--- src/rtl/serial_subtractor.sv ---
`default_nettype none
// ============================================================================
// Module   : serial_subtractor
// Purpose  : Bit-serial WIDTH-bit subtractor, diff = a - b, LSB first, one
//            full-subtractor bit per clock with a registered borrow.
//            Define SERIAL_SUB_SIGNED_OVF_EN to add the signed-overflow output.
// Revision : 1.0 - initial release
// ============================================================================
module serial_subtractor #(
    parameter int WIDTH = 8
) (
    input  logic             clk,
    input  logic             rst_n,
    input  logic             start,
    input  logic [WIDTH-1:0] a,
    input  logic [WIDTH-1:0] b,
    output logic             busy,
    output logic             done,
    output logic [WIDTH-1:0] diff,
    output logic             bout
`ifdef SERIAL_SUB_SIGNED_OVF_EN
    ,
    output logic             ovf
`endif
);

    localparam int                 c_cnt_w    = $clog2(WIDTH + 1);
    localparam logic [c_cnt_w-1:0] c_last_bit = c_cnt_w'(WIDTH - 1);
    localparam logic [0:0]         c_st_idle  = 1'b0;
    localparam logic [0:0]         c_st_run   = 1'b1;

    logic [0:0]         r_state;
    logic [WIDTH-1:0]   r_a_sr;
    logic [WIDTH-1:0]   r_b_sr;
    logic [WIDTH-1:0]   r_work;
    logic               r_borrow;
    logic [c_cnt_w-1:0] r_cnt;
    logic               r_done;
    logic [WIDTH-1:0]   r_diff;
    logic               r_bout;

    logic w_x;
    logic w_y;
    logic w_d;
    logic w_borrow_nxt;

    assign w_x          = r_a_sr[0];
    assign w_y          = r_b_sr[0];
    assign w_d          = w_x ^ w_y ^ r_borrow;
    assign w_borrow_nxt = (~w_x & w_y) | (~(w_x ^ w_y) & r_borrow);

    always_ff @(posedge clk) begin
        if (!rst_n) begin
            r_state  <= c_st_idle;
            r_a_sr   <= '0;
            r_b_sr   <= '0;
            r_work   <= '0;
            r_borrow <= 1'b0;
            r_cnt    <= '0;
            r_done   <= 1'b0;
            r_diff   <= '0;
            r_bout   <= 1'b0;
        end else begin
            r_done <= 1'b0;
            case (r_state)
                c_st_idle: begin
                    if (start) begin
                        r_a_sr   <= a;
                        r_b_sr   <= b;
                        r_work   <= '0;
                        r_borrow <= 1'b0;
                        r_cnt    <= '0;
                        r_state  <= c_st_run;
                    end
                end
                c_st_run: begin
                    r_a_sr   <= r_a_sr >> 1;
                    r_b_sr   <= r_b_sr >> 1;
                    r_borrow <= w_borrow_nxt;
                    r_work   <= {w_d, r_work[WIDTH-1:1]};
                    r_cnt    <= r_cnt + c_cnt_w'(1);
                    // Last bit: publish the whole word at once so diff never shows partials
                    if (r_cnt == c_last_bit) begin
                        r_diff  <= {w_d, r_work[WIDTH-1:1]};
                        r_bout  <= w_borrow_nxt;
                        r_done  <= 1'b1;
                        r_state <= c_st_idle;
                    end
                end
                default: r_state <= c_st_idle;
            endcase
        end
    end

`ifdef SERIAL_SUB_SIGNED_OVF_EN
    logic r_a_msb;
    logic r_b_msb;
    logic r_ovf;

    always_ff @(posedge clk) begin
        if (!rst_n) begin
            r_a_msb <= 1'b0;
            r_b_msb <= 1'b0;
            r_ovf   <= 1'b0;
        end else if (r_state == c_st_idle && start) begin
            r_a_msb <= a[WIDTH-1];
            r_b_msb <= b[WIDTH-1];
        end else if (r_state == c_st_run && r_cnt == c_last_bit) begin
            // w_d is the result MSB on the final edge
            r_ovf <= (r_a_msb != r_b_msb) && (w_d != r_a_msb);
        end
    end

    assign ovf = r_ovf;
`endif

    assign busy = (r_state == c_st_run);
    assign done = r_done;
    assign diff = r_diff;
    assign bout = r_bout;

endmodule
`default_nettype wire

--- config.mk ---
export PLATFORM = sky130hd
export DESIGN_NAME = serial_subtractor
export DESIGN_NICKNAME = d
export VERILOG_FILES = /design/src/rtl/serial_subtractor.sv
export SDC_FILE = /design/constraint.sdc
export NUM_CORES = 1
export LEC_CHECK = 0
export CORE_UTILIZATION = 40
export DETAILED_ROUTE_END_ITERATION = 6
export MAX_ROUTING_LAYER = met4
export PLACE_DENSITY_LB_ADDON = 0.12
export SYNTH_ARGS = -nofsm -noshare
export SYNTH_HDL_FRONTEND = slang
export SYNTH_SLANG_ARGS = --single-unit
--- constraint.sdc ---
create_clock -name clk -period 1.9 [get_ports clk]
set_input_delay 0.38 -clock clk [delete_from_list [all_inputs] [get_ports clk]]
set_output_delay 0.38 -clock clk [all_outputs]
set_load 0.05 [all_outputs]
==> out/metrics.yaml <==
yosys:
  yosys_warnings: 0
  yosysUniqueCellTypes: 29
  synth-seq-cells: 39
  synthArstFlopShare_pct: 0
  syn_area_sq_um: 1740
  synthCells: 171
  synth_edf_count: 0
  synthFlopType: "dfxtp_1"
  syn_avg_cell_area_sq_um: 10.2
  ys_seq_area_share_pct: 45.0
  synth_nets: 192
global_routing:
  grtUsageTotal_pct: 15.3
  grt_pass1_vias: 1082
  antenna_found_initial: 0
  grt_pass1_wl_um: 4930
  gr-total-overflow: 0
  grt_max_degree: 37
sta:
  timing.final.ws_setup_ns: 0.0893
  worst_pin_slew_ns: 0.494
  worst_clock_skew_ns: 0.00230
  hold_viol_final: 0
  max_freq_mhz: 552
  finalCritPeriodShare_pct: 95.3
  rsz0062_at_grt: "no"
  fin_hold_ws_ns: 0.450
  setup_tns_ns: 0
  max_slew_margin_pct: 67.0
  period_minus_slack_ns: 1.81
  setup_viol: 0
  drv_slew: 0
placed_design:
  placed_cell_area_sq_um: 2070
  dp.cells: 243
  numPortBuffers: 29
  pre_cts_ws_ns: 0.125
  hpwlAfterDp_um: 2050
  globalplace.congestion: 0.694
setup_path:
  cpLargestDelayFamily: "buffers and inverters"
  cp.depth: 1
  crit_arrival_ns: 1.43
  ff2ff_setup_slack_ns: 0.47
  cpPeakStageDelay_ns: 0.80
  crit_fanout: 2
  critPathLaunchType: "flip-flop"
  path_class: "reg -> out"
  worst_setup_path_end_kind: "output pin"
  cp_num_buf_inv: 1
  crit_path_start: "diff[7]"
  crit_chain: "clkdlybuf4s50_1"
  endpoint: "diff[7]"
  worstPathRequired_ns: 1.52
  r2r-end: "bout"
  r2r-start: "r_cnt[0]"
  rr_worst_depth: 4
  critPathSlowestCell: "clkdlybuf4s50_1"
finish:
  drive_above_1_share_pct: 21.0
  final_cell_area_sq_um: 2160
  finalNetCount: 221
  instances_no_fill: 250
  antenna_cells: 0
  area_delta_synth_final_pct: 24.4
  finish.utilization_pct: 52.8
drt:
  ant_nets: 0
  vias: 1231
  first_iter_violations: 57
  wirelength_um: 3000
  avgRoutedWirePerCell_um: 12.0
  viasPerCell: 4.92
  drc: 0
  first_pass_iters: 4
flow_run:
  maxCapViolations: 0
pwr:
  peakVddDrop_mv: 0.384
  fin_total_pwr_mw: 1.62
  p_per_area_nw_per_um2: 752
  p_leak_nw: 0.847
cts:
  clk_pin_slew_worst_paths_ns: 0.07
  cts_tree: "done"
  cts_hold_buf: 0
  clockBufferDepth: 2
  cts_resized: 0
  clkLatencyLatePin_ns: 0.29
  numCtsBuffers: 5
  cts-root-buf: "clkbuf_8"
  cts_setup_buffers: 0
  cts_sinks: 39
  htree_levels: 2
floorplanning:
  num_rows: 23
  die_h_um: 67.9
  coreArea_sq_um: 4090
  fp.dieW_um: 67.9
  initial_core_util_pct: 42.5
  pin_count: 30
  die_area_sq_um: 4610
run_status:
  status: "finished clean"
worst_hold_path:
  hold_class: "reg -> reg"
[registers in the layout, indices dropped and copies added (netlist names)]
| register | flops |
|---|---|
| diff | 8 |
| r_cnt | 4 |
| r_borrow | 1 |
| done | 1 |
| r_a_sr | 8 |
| r_work | 7 |
| busy | 1 |
| r_b_sr | 8 |
| bout | 1 |
[tightest hold or removal path, cell delays in order, from the launching register on]
cell and delay (ns):
dfxtp_1 0.31, nand2_1 0.05, a21oi_1 0.05
[cells by family (layout without fill, tap and decap cells)]
group | after synthesis | after routing | synth area share (%)
AO/OA/AOI/OAI | 22 | 22 | 6.99
multiplexers | 31 | 31 | 20.4
AND/OR/NAND/NOR | 62 | 62 | 19.8
flip-flops | 39 | 39 | 45.0
adder cells (fa/ha/maj) | 2 | 2 | 1.87
buffers and inverters | 15 | 44 | 5.98
[cell usage after synthesis (2+ instances only)]
library cell  count  area, sq um
buf_2             2         10.0
a21oi_1          19         95.1
dfxtp_1          39          781
mux2i_1          17          170
buf_6             4         45.0
nand2b_1          2         12.5
nor3b_2           8          100
nand2_1          17         63.8
buf_1             2         7.51
mux2_2            7         78.8
nor2_1           27          101
mux2_4            7          105
inv_1             3         11.3
nand3_1           2         10.0
[report_power, final]
part | switching (mW) | internal (mW) | total [mW]
clock | 0.270 | 0.285 | 0.554
sequential | 0.0180 | 0.845 | 0.863
combinational | 0.0883 | 0.118 | 0.206
total | 0.376 | 1.25 | 1.62
[cell usage in the layout, fill, tap and decap left out, types with 2 or more instances in the layout]
cell type / Yosys / layout
buf_4: 1 / 4
mux2_4: 7 / 7
nand2b_1: 2 / 2
nand3_1: 2 / 2
nand2_1: 17 / 17
a21oi_1: 19 / 19
clkdlybuf4s50_1: 0 / 25
nor3b_2: 8 / 8
mux2_2: 7 / 7
clkbuf_8: 0 / 6
inv_1: 3 / 3
nor2_1: 27 / 27
dfxtp_1: 39 / 38
mux2i_1: 17 / 17
buf_12: 0 / 4
[cell type report]
cell class / count / area [sq um]
Fill cell: 365 / 1930
Inverter: 4 / 15.0
Tap cell: 50 / 62.6
Clock inverter: 1 / 5.00
Clock buffer: 6 / 82.6
Multi-Input combinational cell: 117 / 852
Sequential cell: 39 / 782
Timing Repair Buffer: 33 / 360
[per-layer routing]
metal	GRT usage [%]	up-vias	part of all wire, %	routed length, um
met3	5.50	9	4.2	126
met2	22.6	27	45	1350
met1	17.9	561	48	1450
met5	-	-	0	0
li1	-	634	-	-
met4	8.59	0	2.5	76
[how the worst min path moves through the flow]
| stage | cells past startpoint | endpoint | start | slack, ns |
|---|---|---|---|---|
| 6_report | 2 | diff[2] | diff[2] | 0.45 |
| 5_1_grt | 2 | diff[1] | diff[1] | 0.47 |
| 4_1_cts | 2 | diff[0] | r_work[1] | 0.45 |
| 3_5_place_dp | 2 | diff[0] | r_work[1] | 0.44 |
| 3_3_place_gp | 2 | diff[0] | r_work[1] | 0.44 |
| 2_1_floorplan | 2 | diff[0] | r_work[1] | 0.43 |
(Power assumes the default switching activity.)
